===== src/rtl/mul_job_pkg.sv =====
// mul_job_pkg: shared types and widths for the multiplier job scheduler
package mul_job_pkg;
    localparam int OPERAND_W = 4;
    localparam int PRODUCT_W = 8;
    localparam int NUM_REQ   = 2;
    typedef enum logic [2:0] {
        IDLE = 3'd0,
        CLR  = 3'd1,
        LD_M = 3'd2,
        LD_Q = 3'd3,
        RUN  = 3'd4,
        RESP = 3'd5
    } state_e;
endpackage


===== src/rtl/mul_job_scheduler_if.sv =====
// mul_job_scheduler_if: requester, multiplier and debug signals of the job scheduler
interface mul_job_scheduler_if #(parameter int CNT_W = 8);
    import mul_job_pkg::*;
    logic [NUM_REQ-1:0]           REQ_VALID;
    logic [NUM_REQ*OPERAND_W-1:0] REQ_M;
    logic [NUM_REQ*OPERAND_W-1:0] REQ_Q;
    logic [NUM_REQ-1:0]           REQ_READY;
    logic [NUM_REQ-1:0]           RSP_VALID;
    logic [PRODUCT_W-1:0]         RSP_PRODUCT;
    logic                         RSP_ERR;
    logic                         MUL_RESET;
    logic [OPERAND_W-1:0]         MUL_DATA;
    logic                         MUL_INM;
    logic                         MUL_INQ;
    logic                         MUL_DONE;
    logic [PRODUCT_W-1:0]         MUL_PRODUCT;
    logic                         BUSY;
    logic [2:0]                   STATE;
    logic [CNT_W-1:0]             JOB_COUNT;
    modport slave (
        input  REQ_VALID, REQ_M, REQ_Q, MUL_DONE, MUL_PRODUCT,
        output REQ_READY, RSP_VALID, RSP_PRODUCT, RSP_ERR, MUL_RESET, MUL_DATA,
               MUL_INM, MUL_INQ, BUSY, STATE, JOB_COUNT
    );
    modport master (
        output REQ_VALID, REQ_M, REQ_Q, MUL_DONE, MUL_PRODUCT,
        input  REQ_READY, RSP_VALID, RSP_PRODUCT, RSP_ERR, MUL_RESET, MUL_DATA,
               MUL_INM, MUL_INQ, BUSY, STATE, JOB_COUNT
    );
endinterface


===== src/rtl/rr_arbiter2.sv =====
// rr_arbiter2: two-way round-robin grant; on contention the requester not granted last wins
module rr_arbiter2 (
    input  logic [1:0] req_i,
    input  logic       rr_last_i,
    output logic       grant_o,
    output logic       valid_o
);
    assign valid_o = |req_i;
    assign grant_o = &req_i ? ~rr_last_i : req_i[1];
endmodule


===== src/rtl/mul_job_scheduler.sv =====
// mul_job_scheduler: shares one shift-add multiplier between two requesters, one job in flight
module mul_job_scheduler import mul_job_pkg::*; #(
    parameter int TIMEOUT = 16,
    parameter int CNT_W   = 8
) (
    input logic CLK,
    input logic RESET,
    mul_job_scheduler_if.slave bus
);
    localparam int TW = $clog2(TIMEOUT + 1);
    state_e               state_q, state_d;
    logic                 gnt, gnt_vld, owner_q, rr_last_q, inm_q, inq_q, err_q, timeout;
    logic [OPERAND_W-1:0] m_q, q_q, data_q;
    logic [PRODUCT_W-1:0] prod_q;
    logic [1:0]           rsp_valid_q;
    logic [CNT_W-1:0]     count_q;
    logic [TW-1:0]        tmo_q;

    rr_arbiter2 u_arb (
        .req_i    (bus.REQ_VALID),
        .rr_last_i(rr_last_q),
        .grant_o  (gnt),
        .valid_o  (gnt_vld)
    );

    assign timeout = tmo_q == TW'(TIMEOUT - 1);

    always_comb begin
        state_d = state_q;
        case (state_q)
            IDLE:    state_d = gnt_vld ? CLR : IDLE;
            CLR:     state_d = LD_M;
            LD_M:    state_d = LD_Q;
            LD_Q:    state_d = RUN;
            RUN:     state_d = (bus.MUL_DONE || timeout) ? RESP : RUN;
            RESP:    state_d = IDLE;
            default: state_d = IDLE;
        endcase
    end

    always_ff @(posedge CLK) begin
        if (RESET) state_q <= IDLE;
        else       state_q <= state_d;
    end

    // outputs are registered from state_d so each strobe lines up with its state
    always_ff @(posedge CLK) begin
        if (RESET) begin
            m_q         <= '0;
            q_q         <= '0;
            owner_q     <= 1'b0;
            rr_last_q   <= 1'b1;
            tmo_q       <= '0;
            prod_q      <= '0;
            err_q       <= 1'b0;
            data_q      <= '0;
            inm_q       <= 1'b0;
            inq_q       <= 1'b0;
            rsp_valid_q <= '0;
            count_q     <= '0;
        end else begin
            if (state_q == IDLE && gnt_vld) begin
                m_q       <= gnt ? bus.REQ_M[7:4] : bus.REQ_M[3:0];
                q_q       <= gnt ? bus.REQ_Q[7:4] : bus.REQ_Q[3:0];
                owner_q   <= gnt;
                rr_last_q <= gnt;
            end
            if (state_q == RUN && state_d == RESP) begin
                prod_q <= bus.MUL_DONE ? bus.MUL_PRODUCT : '0;
                err_q  <= ~bus.MUL_DONE;
            end
            tmo_q       <= state_q == RUN ? tmo_q + TW'(1) : '0;
            data_q      <= state_d == LD_M ? m_q : state_d == LD_Q ? q_q : '0;
            inm_q       <= state_d == LD_M;
            inq_q       <= state_d == LD_Q;
            rsp_valid_q <= state_d == RESP ? (owner_q ? 2'b10 : 2'b01) : 2'b00;
            count_q     <= count_q + CNT_W'(state_d == RESP);
        end
    end

    assign bus.REQ_READY   = (state_q == IDLE && gnt_vld && !RESET) ? (gnt ? 2'b10 : 2'b01) : 2'b00;
    assign bus.RSP_VALID   = rsp_valid_q;
    assign bus.RSP_PRODUCT = prod_q;
    assign bus.RSP_ERR     = err_q;
    assign bus.MUL_RESET   = RESET | (state_q == CLR);
    assign bus.MUL_DATA    = data_q;
    assign bus.MUL_INM     = inm_q;
    assign bus.MUL_INQ     = inq_q;
    assign bus.BUSY        = state_q != IDLE;
    assign bus.STATE       = state_q;
    assign bus.JOB_COUNT   = count_q;
endmodule


===== src/flat_wrapper.sv =====
// flat-port wrapper written by rule: the top's interface ports become plain ports
module mul_job_scheduler_flat import mul_job_pkg::*;
#(
    parameter int TIMEOUT = 16,
    parameter int CNT_W   = 8
)
  (CLK, RESET, bus_REQ_VALID, bus_REQ_M, bus_REQ_Q, bus_MUL_DONE, bus_MUL_PRODUCT, bus_REQ_READY, bus_RSP_VALID, bus_RSP_PRODUCT, bus_RSP_ERR, bus_MUL_RESET, bus_MUL_DATA, bus_MUL_INM, bus_MUL_INQ, bus_BUSY, bus_STATE, bus_JOB_COUNT);
  mul_job_scheduler_if #(.CNT_W(CNT_W)) bus_i ();
  input logic CLK;
  input logic RESET;
  input wire logic [$bits(bus_i.REQ_VALID)-1:0] bus_REQ_VALID;
  input wire logic [$bits(bus_i.REQ_M)-1:0] bus_REQ_M;
  input wire logic [$bits(bus_i.REQ_Q)-1:0] bus_REQ_Q;
  input wire logic [$bits(bus_i.MUL_DONE)-1:0] bus_MUL_DONE;
  input wire logic [$bits(bus_i.MUL_PRODUCT)-1:0] bus_MUL_PRODUCT;
  output wire logic [$bits(bus_i.REQ_READY)-1:0] bus_REQ_READY;
  output wire logic [$bits(bus_i.RSP_VALID)-1:0] bus_RSP_VALID;
  output wire logic [$bits(bus_i.RSP_PRODUCT)-1:0] bus_RSP_PRODUCT;
  output wire logic [$bits(bus_i.RSP_ERR)-1:0] bus_RSP_ERR;
  output wire logic [$bits(bus_i.MUL_RESET)-1:0] bus_MUL_RESET;
  output wire logic [$bits(bus_i.MUL_DATA)-1:0] bus_MUL_DATA;
  output wire logic [$bits(bus_i.MUL_INM)-1:0] bus_MUL_INM;
  output wire logic [$bits(bus_i.MUL_INQ)-1:0] bus_MUL_INQ;
  output wire logic [$bits(bus_i.BUSY)-1:0] bus_BUSY;
  output wire logic [$bits(bus_i.STATE)-1:0] bus_STATE;
  output wire logic [$bits(bus_i.JOB_COUNT)-1:0] bus_JOB_COUNT;
  assign bus_i.REQ_VALID = bus_REQ_VALID;
  assign bus_i.REQ_M = bus_REQ_M;
  assign bus_i.REQ_Q = bus_REQ_Q;
  assign bus_i.MUL_DONE = bus_MUL_DONE;
  assign bus_i.MUL_PRODUCT = bus_MUL_PRODUCT;
  assign bus_REQ_READY = bus_i.REQ_READY;
  assign bus_RSP_VALID = bus_i.RSP_VALID;
  assign bus_RSP_PRODUCT = bus_i.RSP_PRODUCT;
  assign bus_RSP_ERR = bus_i.RSP_ERR;
  assign bus_MUL_RESET = bus_i.MUL_RESET;
  assign bus_MUL_DATA = bus_i.MUL_DATA;
  assign bus_MUL_INM = bus_i.MUL_INM;
  assign bus_MUL_INQ = bus_i.MUL_INQ;
  assign bus_BUSY = bus_i.BUSY;
  assign bus_STATE = bus_i.STATE;
  assign bus_JOB_COUNT = bus_i.JOB_COUNT;
  mul_job_scheduler #(.TIMEOUT(TIMEOUT), .CNT_W(CNT_W)) u_core (.CLK(CLK), .RESET(RESET), .bus(bus_i));
endmodule

===== config.mk =====
export PLATFORM = sky130hd
export DESIGN_NAME = mul_job_scheduler_flat
export DESIGN_NICKNAME = d
export VERILOG_FILES = /design/src/rtl/mul_job_pkg.sv /design/src/rtl/mul_job_scheduler_if.sv /design/src/rtl/rr_arbiter2.sv /design/src/rtl/mul_job_scheduler.sv /design/src/flat_wrapper.sv
export SDC_FILE = /design/constraint.sdc
export NUM_CORES = 1
export LEC_CHECK = 0
export ABC_AREA = 1
export BUFFER_PORTS_ARGS = -buffer_cell sky130_fd_sc_hd__clkbuf_2
export CORE_MARGIN = 5
export CORE_UTILIZATION = 45
export DETAILED_ROUTE_END_ITERATION = 8
export PLACE_DENSITY = 0.75
export SLEW_MARGIN = 10
export SYNTH_ARGS = -nofsm -noshare
export SYNTH_HDL_FRONTEND = slang
export SYNTH_HIERARCHICAL = 1
export SYNTH_SLANG_ARGS = --single-unit

===== constraint.sdc =====
create_clock -name CLK -period 1.8 [get_ports CLK]
set_input_delay 0.36 -clock CLK [delete_from_list [all_inputs] [get_ports CLK]]
set_output_delay 0.36 -clock CLK [all_outputs]
set_load 0.01 [all_outputs]

# == Word-level counts from Yosys, hierarchy flattened ==
# Index checks and enable logic that the tools add are counted.
# word_totals
regBits,43
in_bits,29
output_inout_bits,32
word_cells,51
# op_classes
addsub,2
eq_ne,8
muxes,12
n_bitwise,5
n_reduce_logical,11
# ops
operator,n
2-to-1 mux 4 bit,4
case mux 3 bit (5 select lines),1
== test 3 x 2 -> 1 bit (second input constant),4
adder 8 x 1 -> 8 bit,1
2-to-1 mux 8 bit,1
== test 3 bit (second input constant),2
2-to-1 mux 2 bit,3
OR reduction 2 bit,3
adder 5 x 1 -> 5 bit (second input constant),1
== test 5 x 4 -> 1 bit (second input constant),1
NOT 1 bit,4
== test 3 x 1 -> 1 bit (second input constant),1
logical AND 1 bit,3
zero test 3 bit,1
2-to-1 mux 1 bit,3
nonzero test 3 bit,1
AND reduction 2 bit,1
zero test 1 bit,1
logical OR 1 bit,1
OR 1 bit,1

# == Depth between registers and ports, before layout ==
# depth
ltp_word,7
depth_mapped,15
depth_no_buf,14

# == Cells and area by module ==
# The synthesis kept the hierarchy.
# by_module_without_submodules
mod,n_inst,cells_per_inst,area_per_inst_um2,seq_area_each_um2
mul_job_scheduler,1,249,1820.5,860.8
rr_arbiter2,1,3,15.0,0.0

# == Worst setup path before layout ==
# No wires, ideal clock.
# synth_timing
path_type,register to register
start,register u_core.tmo_q[0]
end,"register u_core.count_q[4], in the netlist u_core/bus.JOB_COUNT[4]"
setup_ps,119
arrival_ps,1864
required_time_ps,1681
slack_ps,-183
stages_incl_launch_ff,15
n_path_buf,1
synth_period_minus_slack_ps,1983
cell_sequence,dfxtp_1 -> ha_1 -> nand2_1 -> nor2_1 -> ha_1 -> inv_1 -> nand2_1 -> nand3_4 -> buf_6 -> inv_1 -> ha_1 -> ha_1 -> nand3_1 -> o21ai_0 -> a21oi_1
# synth_via
elab_chain_cells,6
# synth_rtl
item,line_no,text
start: declaration,mul_job_scheduler.sv:17,logic [TW-1:0] tmo_q;
start signal: assignment,mul_job_scheduler.sv:72,tmo_q <= state_q == RUN ? tmo_q + TW'(1) : '0;
== test 5 x 4 -> 1 bit,mul_job_scheduler.sv:26,assign timeout = tmo_q == TW'(TIMEOUT - 1);
logical OR 1 bit,mul_job_scheduler.sv:35,RUN: state_d = (bus.MUL_DONE || timeout) ? RESP : RUN;
2-to-1 mux 1 bit,mul_job_scheduler.sv:35,
case mux 3 bit (5 select lines),mul_job_scheduler.sv:30,case (state_q)
== test 3 bit,mul_job_scheduler.sv:77,count_q <= count_q + CNT_W'(state_d == RESP);
adder 8 x 1 -> 8 bit,mul_job_scheduler.sv:77,
end signal: assignment,mul_job_scheduler.sv:77,
end: declaration,mul_job_scheduler.sv:16,logic [CNT_W-1:0] count_q;
# Every way passes these cells.
# A chain may end at the register's enable or synchronous reset.

# == Worst setup path in the final report ==
# layout_timing
start,register u_core.tmo_q[0]
end,"register u_core.count_q[2], in the netlist u_core/bus.JOB_COUNT[2]"
# The elaborated chain is that of the path after synthesis.

==> results.sh <==
export IMPL_setup_tns_ns=0
export IMPL_final_nets=358
export IMPL_synth_area_sq_um=1836
export IMPL_cts_path_max_buffers=2
export IMPL_power_share_switching=0.2898
export IMPL_outcome="completed"
export IMPL_hold_viol=0
export IMPL_final_util=0.6147
export IMPL_fin_skew_ns=0.006174
export IMPL_cp_data_required_time_ns=2.00
export IMPL_cp_slowest_cell="dfxtp_4"
export IMPL_core_sq_um=3971
export IMPL_area_growth_pct=32.99
export IMPL_place_ws_ns=0.07320
export IMPL_synth_cells=252
export IMPL_vias_per_cell=4.710
export IMPL_p_seq_frac=0.489
export IMPL_synth_nets=285
export IMPL_ys_types=24
export IMPL_cp_end_kind="flop"
export IMPL_p_clk_frac=0.315
export IMPL_track_usage=0.1731
export IMPL_setup_slack_ns=0.06939
export IMPL_die_area_sq_um=5456
export IMPL_fin_crit_sh=0.9615
export IMPL_portBuffers=60
export IMPL_clock_sinks=43
export IMPL_wl_um=4386
export IMPL_whs_ns=0.3165
export IMPL_core_rowCount=23
export IMPL_power_frac_comb=0.196
export IMPL_grt_first_pass_wirelength_um=7258
export IMPL_cp_max_fo=4
export IMPL_crit_family="adder cells"
export IMPL_layout_drive_gt1_share=0.3344
export IMPL_grt_pass1_vias=1660
export IMPL_grt_max_degree=25
export IMPL_max_freq_ghz=0.5778
export IMPL_hold_buffers=0
export IMPL_clk_pin_slew_worst_paths_ns=0.08
export IMPL_first_pass_iters=4
export IMPL_ys_ff_latch=43
export IMPL_drv_cap=0
export IMPL_worst_setup_path_type="reg2reg"
export IMPL_leakage_nw=1.209
export IMPL_synth_seq_area_share=0.4690
export IMPL_place_congestion=0.8122
export IMPL_cpMostUsedCell="ha_4"
export IMPL_worstPathArrival_ns=1.93
export IMPL_final_max_slew_violation_count=0
export IMPL_overflow=0
export IMPL_cts_inserted_buffers=5
export IMPL_post_route_drc_count=0
export IMPL_cpPeakStageDelay_ns=0.36
export IMPL_switchingPower_uw=629.0
export IMPL_clk_latency_ns=0.30
export IMPL_dp_hpwl_um=3106
export IMPL_pin_count=61
export IMPL_ant_nets=0
export IMPL_die_h_um=73.87
export IMPL_cts_root_buf="clkbuf_8"
export IMPL_worstSetupStartpointType="flop"
export IMPL_min_path_type="in2reg"
export IMPL_max_slew_worst_pin_slew_ns=0.3507
export IMPL_synth_warnings=6
export IMPL_intPower_mw=1.541
export IMPL_antenna_found_initial=0
export IMPL_fin_crit_ns=1.731
export IMPL_cts_tree="built"
export IMPL_syn_avg_cell_area_sq_um=7.284
export IMPL_peakVddDrop_v=0.0007193
export IMPL_die_x_um=73.87
export IMPL_crit_chain="ha_4 > nand2_2 > nor2_2 > ha_2 > inv_2 > nand2_2 > nand3_4 > inv_2 > ha_4 > ha_4 > buf_4 > xnor2_1 > nor2_1"
export IMPL_maxSlewHeadroom=0.7659
export IMPL_powerDensity_nw_per_um2=889.0
export IMPL_vias=1771
export IMPL_htree_levels=2
export IMPL_setup_violations=0
export IMPL_rsz0062_at_grt="yes"
export IMPL_drt_initial_drc_count=103
export IMPL_diodes=0
export IMPL_wl_per_cell_um=11.66
export IMPL_path_buf_inv=3
export IMPL_start_util=0.4622
## metal layers
| metal | GRT usage | routed length [um] | share of wire | up-vias |
|---|---|---|---|---|
| met3 | 0.04378 | 347 | 0.079 | 10 |
| li1 | - | - | - | 927 |
| met5 | 0 | 0 | 0 | - |
| met1 | 0.2255 | 1953 | 0.45 | 774 |
| met4 | 0.08249 | 92 | 0.021 | 0 |
| met2 | 0.2657 | 1993 | 0.45 | 60 |
## cells by family (layout without fill, tap and decap cells)
logic type	count (synthesis)	after routing	synth area share
XOR/XNOR	2	2	0.009545
AND/OR/NAND/NOR	137	137	0.3231
flip-flops	43	43	0.4690
adder cells (fa/ha/maj)	4	4	0.02727
buffers and inverters	42	116	0.1029
AO/OA/AOI/OAI	24	24	0.06816
## registers in the layout (all words and copies together) (netlist names)
register                count
u_core/q_q                  4
u_core/bus.STATE            3
u_core/bus.RSP_ERR          1
u_core/bus.RSP_VALID        2
u_core/rr_last_q            1
u_core/m_q                  4
u_core/bus.RSP_PRODUCT      8
u_core/owner_q              1
u_core/bus.JOB_COUNT        8
u_core/tmo_q                5
u_core/bus.MUL_DATA         4
u_core/bus.MUL_INM          1
u_core/bus.MUL_INQ          1
## power groups by stage
stage	Clock [mW]	Sequential [mW]	Combinational, mW
after CTS	0.690	1.06	0.396
after global placement	0	1.08	0.379
after floorplan	0	1.09	0.258
final	0.684	1.06	0.424
after detailed placement	0	1.08	0.389
after global routing	0.753	1.07	0.480
## worst min-delay path: stages
cell and delay (ns):
clkbuf_2 0.08, nand4_1 0.07, a21oi_1 0.06
## per-stage QoR
| step | instances | power, mW | area (sq um) |
|---|---|---|---|
| after global routing | 376 | 2.303 | 2441 |
| after CTS | 369 | 2.148 | 2355 |
| after detailed placement | 361 | 1.470 | 2246 |
| final | 376 | 2.170 | 2441 |
| after global placement | 361 | 1.455 | 2246 |
| after floorplan | 252 | 1.344 | 1888 |
## layout make-up
type	count	area, sq um
Multi-Input combinational cell	167	870.8
Tap cell	50	62.56
Timing Repair Buffer	75	412.9
Clock buffer	7	96.34
Clock inverter	1	7.507
Sequential cell	43	867.1
Fill cell	366	1530
Inverter	33	123.9
## Yosys cell counts
cell type / count / area (sq um)
inv_1: 31 / 116.4
o21ai_0: 9 / 45.04
or2_2: 1 / 6.260
nand4_1: 6 / 37.54
buf_4: 1 / 7.510
nand3_4: 1 / 17.52
or2_1: 1 / 6.260
nor2_1: 38 / 142.6
xor2_1: 1 / 8.760
clkbuf_1: 1 / 3.750
nand2_1: 70 / 262.8
dfxtp_1: 43 / 860.8
nand3_2: 2 / 20.02
nor3_2: 1 / 10.01
buf_2: 4 / 20.02
xnor2_1: 1 / 8.760
nor2_2: 2 / 12.51
nand3_1: 14 / 70.07
a21oi_1: 13 / 65.06
nor3b_1: 1 / 7.510
ha_1: 4 / 50.05
a21boi_0: 2 / 15.01
inv_2: 2 / 7.510
buf_6: 3 / 33.78
## what timing repair did
item / 4_1_cts / 5_1_grt
endpoints found under the setup margin: 2 / 6
resized for setup: 1 / 9
hold endpoints to repair: 0 / 0
buffers inserted: 0 / 7
cloned: 0 / 0
pin swaps: 0 / 7
## worst paths after layout
check                                   startpoint                        end  slack [ns]  cells past startpoint
worst min register to register       u_core/m_q[2]     u_core/bus.MUL_DATA[2]        0.45                      2
worst max register to register     u_core/tmo_q[0]    u_core/bus.JOB_COUNT[2]        0.07                     13
worst min-delay path            bus_MUL_PRODUCT[5]  u_core/bus.RSP_PRODUCT[5]        0.32                      3
worst max-delay path               u_core/tmo_q[0]    u_core/bus.JOB_COUNT[2]        0.07                     13
## layout by cell type (no fill, tap or decap), drive strengths merged
master / instances
a21oi: 13
clkinvlp: 1
a21boi: 2
o21ai: 9
clkbuf: 67
xor2: 1
dfxtp: 43
nand4: 6
nor3b: 1
inv: 33
buf: 15
or2: 2
nor2: 40
nand2: 70
nand3: 17
nor3: 1
ha: 4
xnor2: 1
Power figures use the tool's default switching activity.
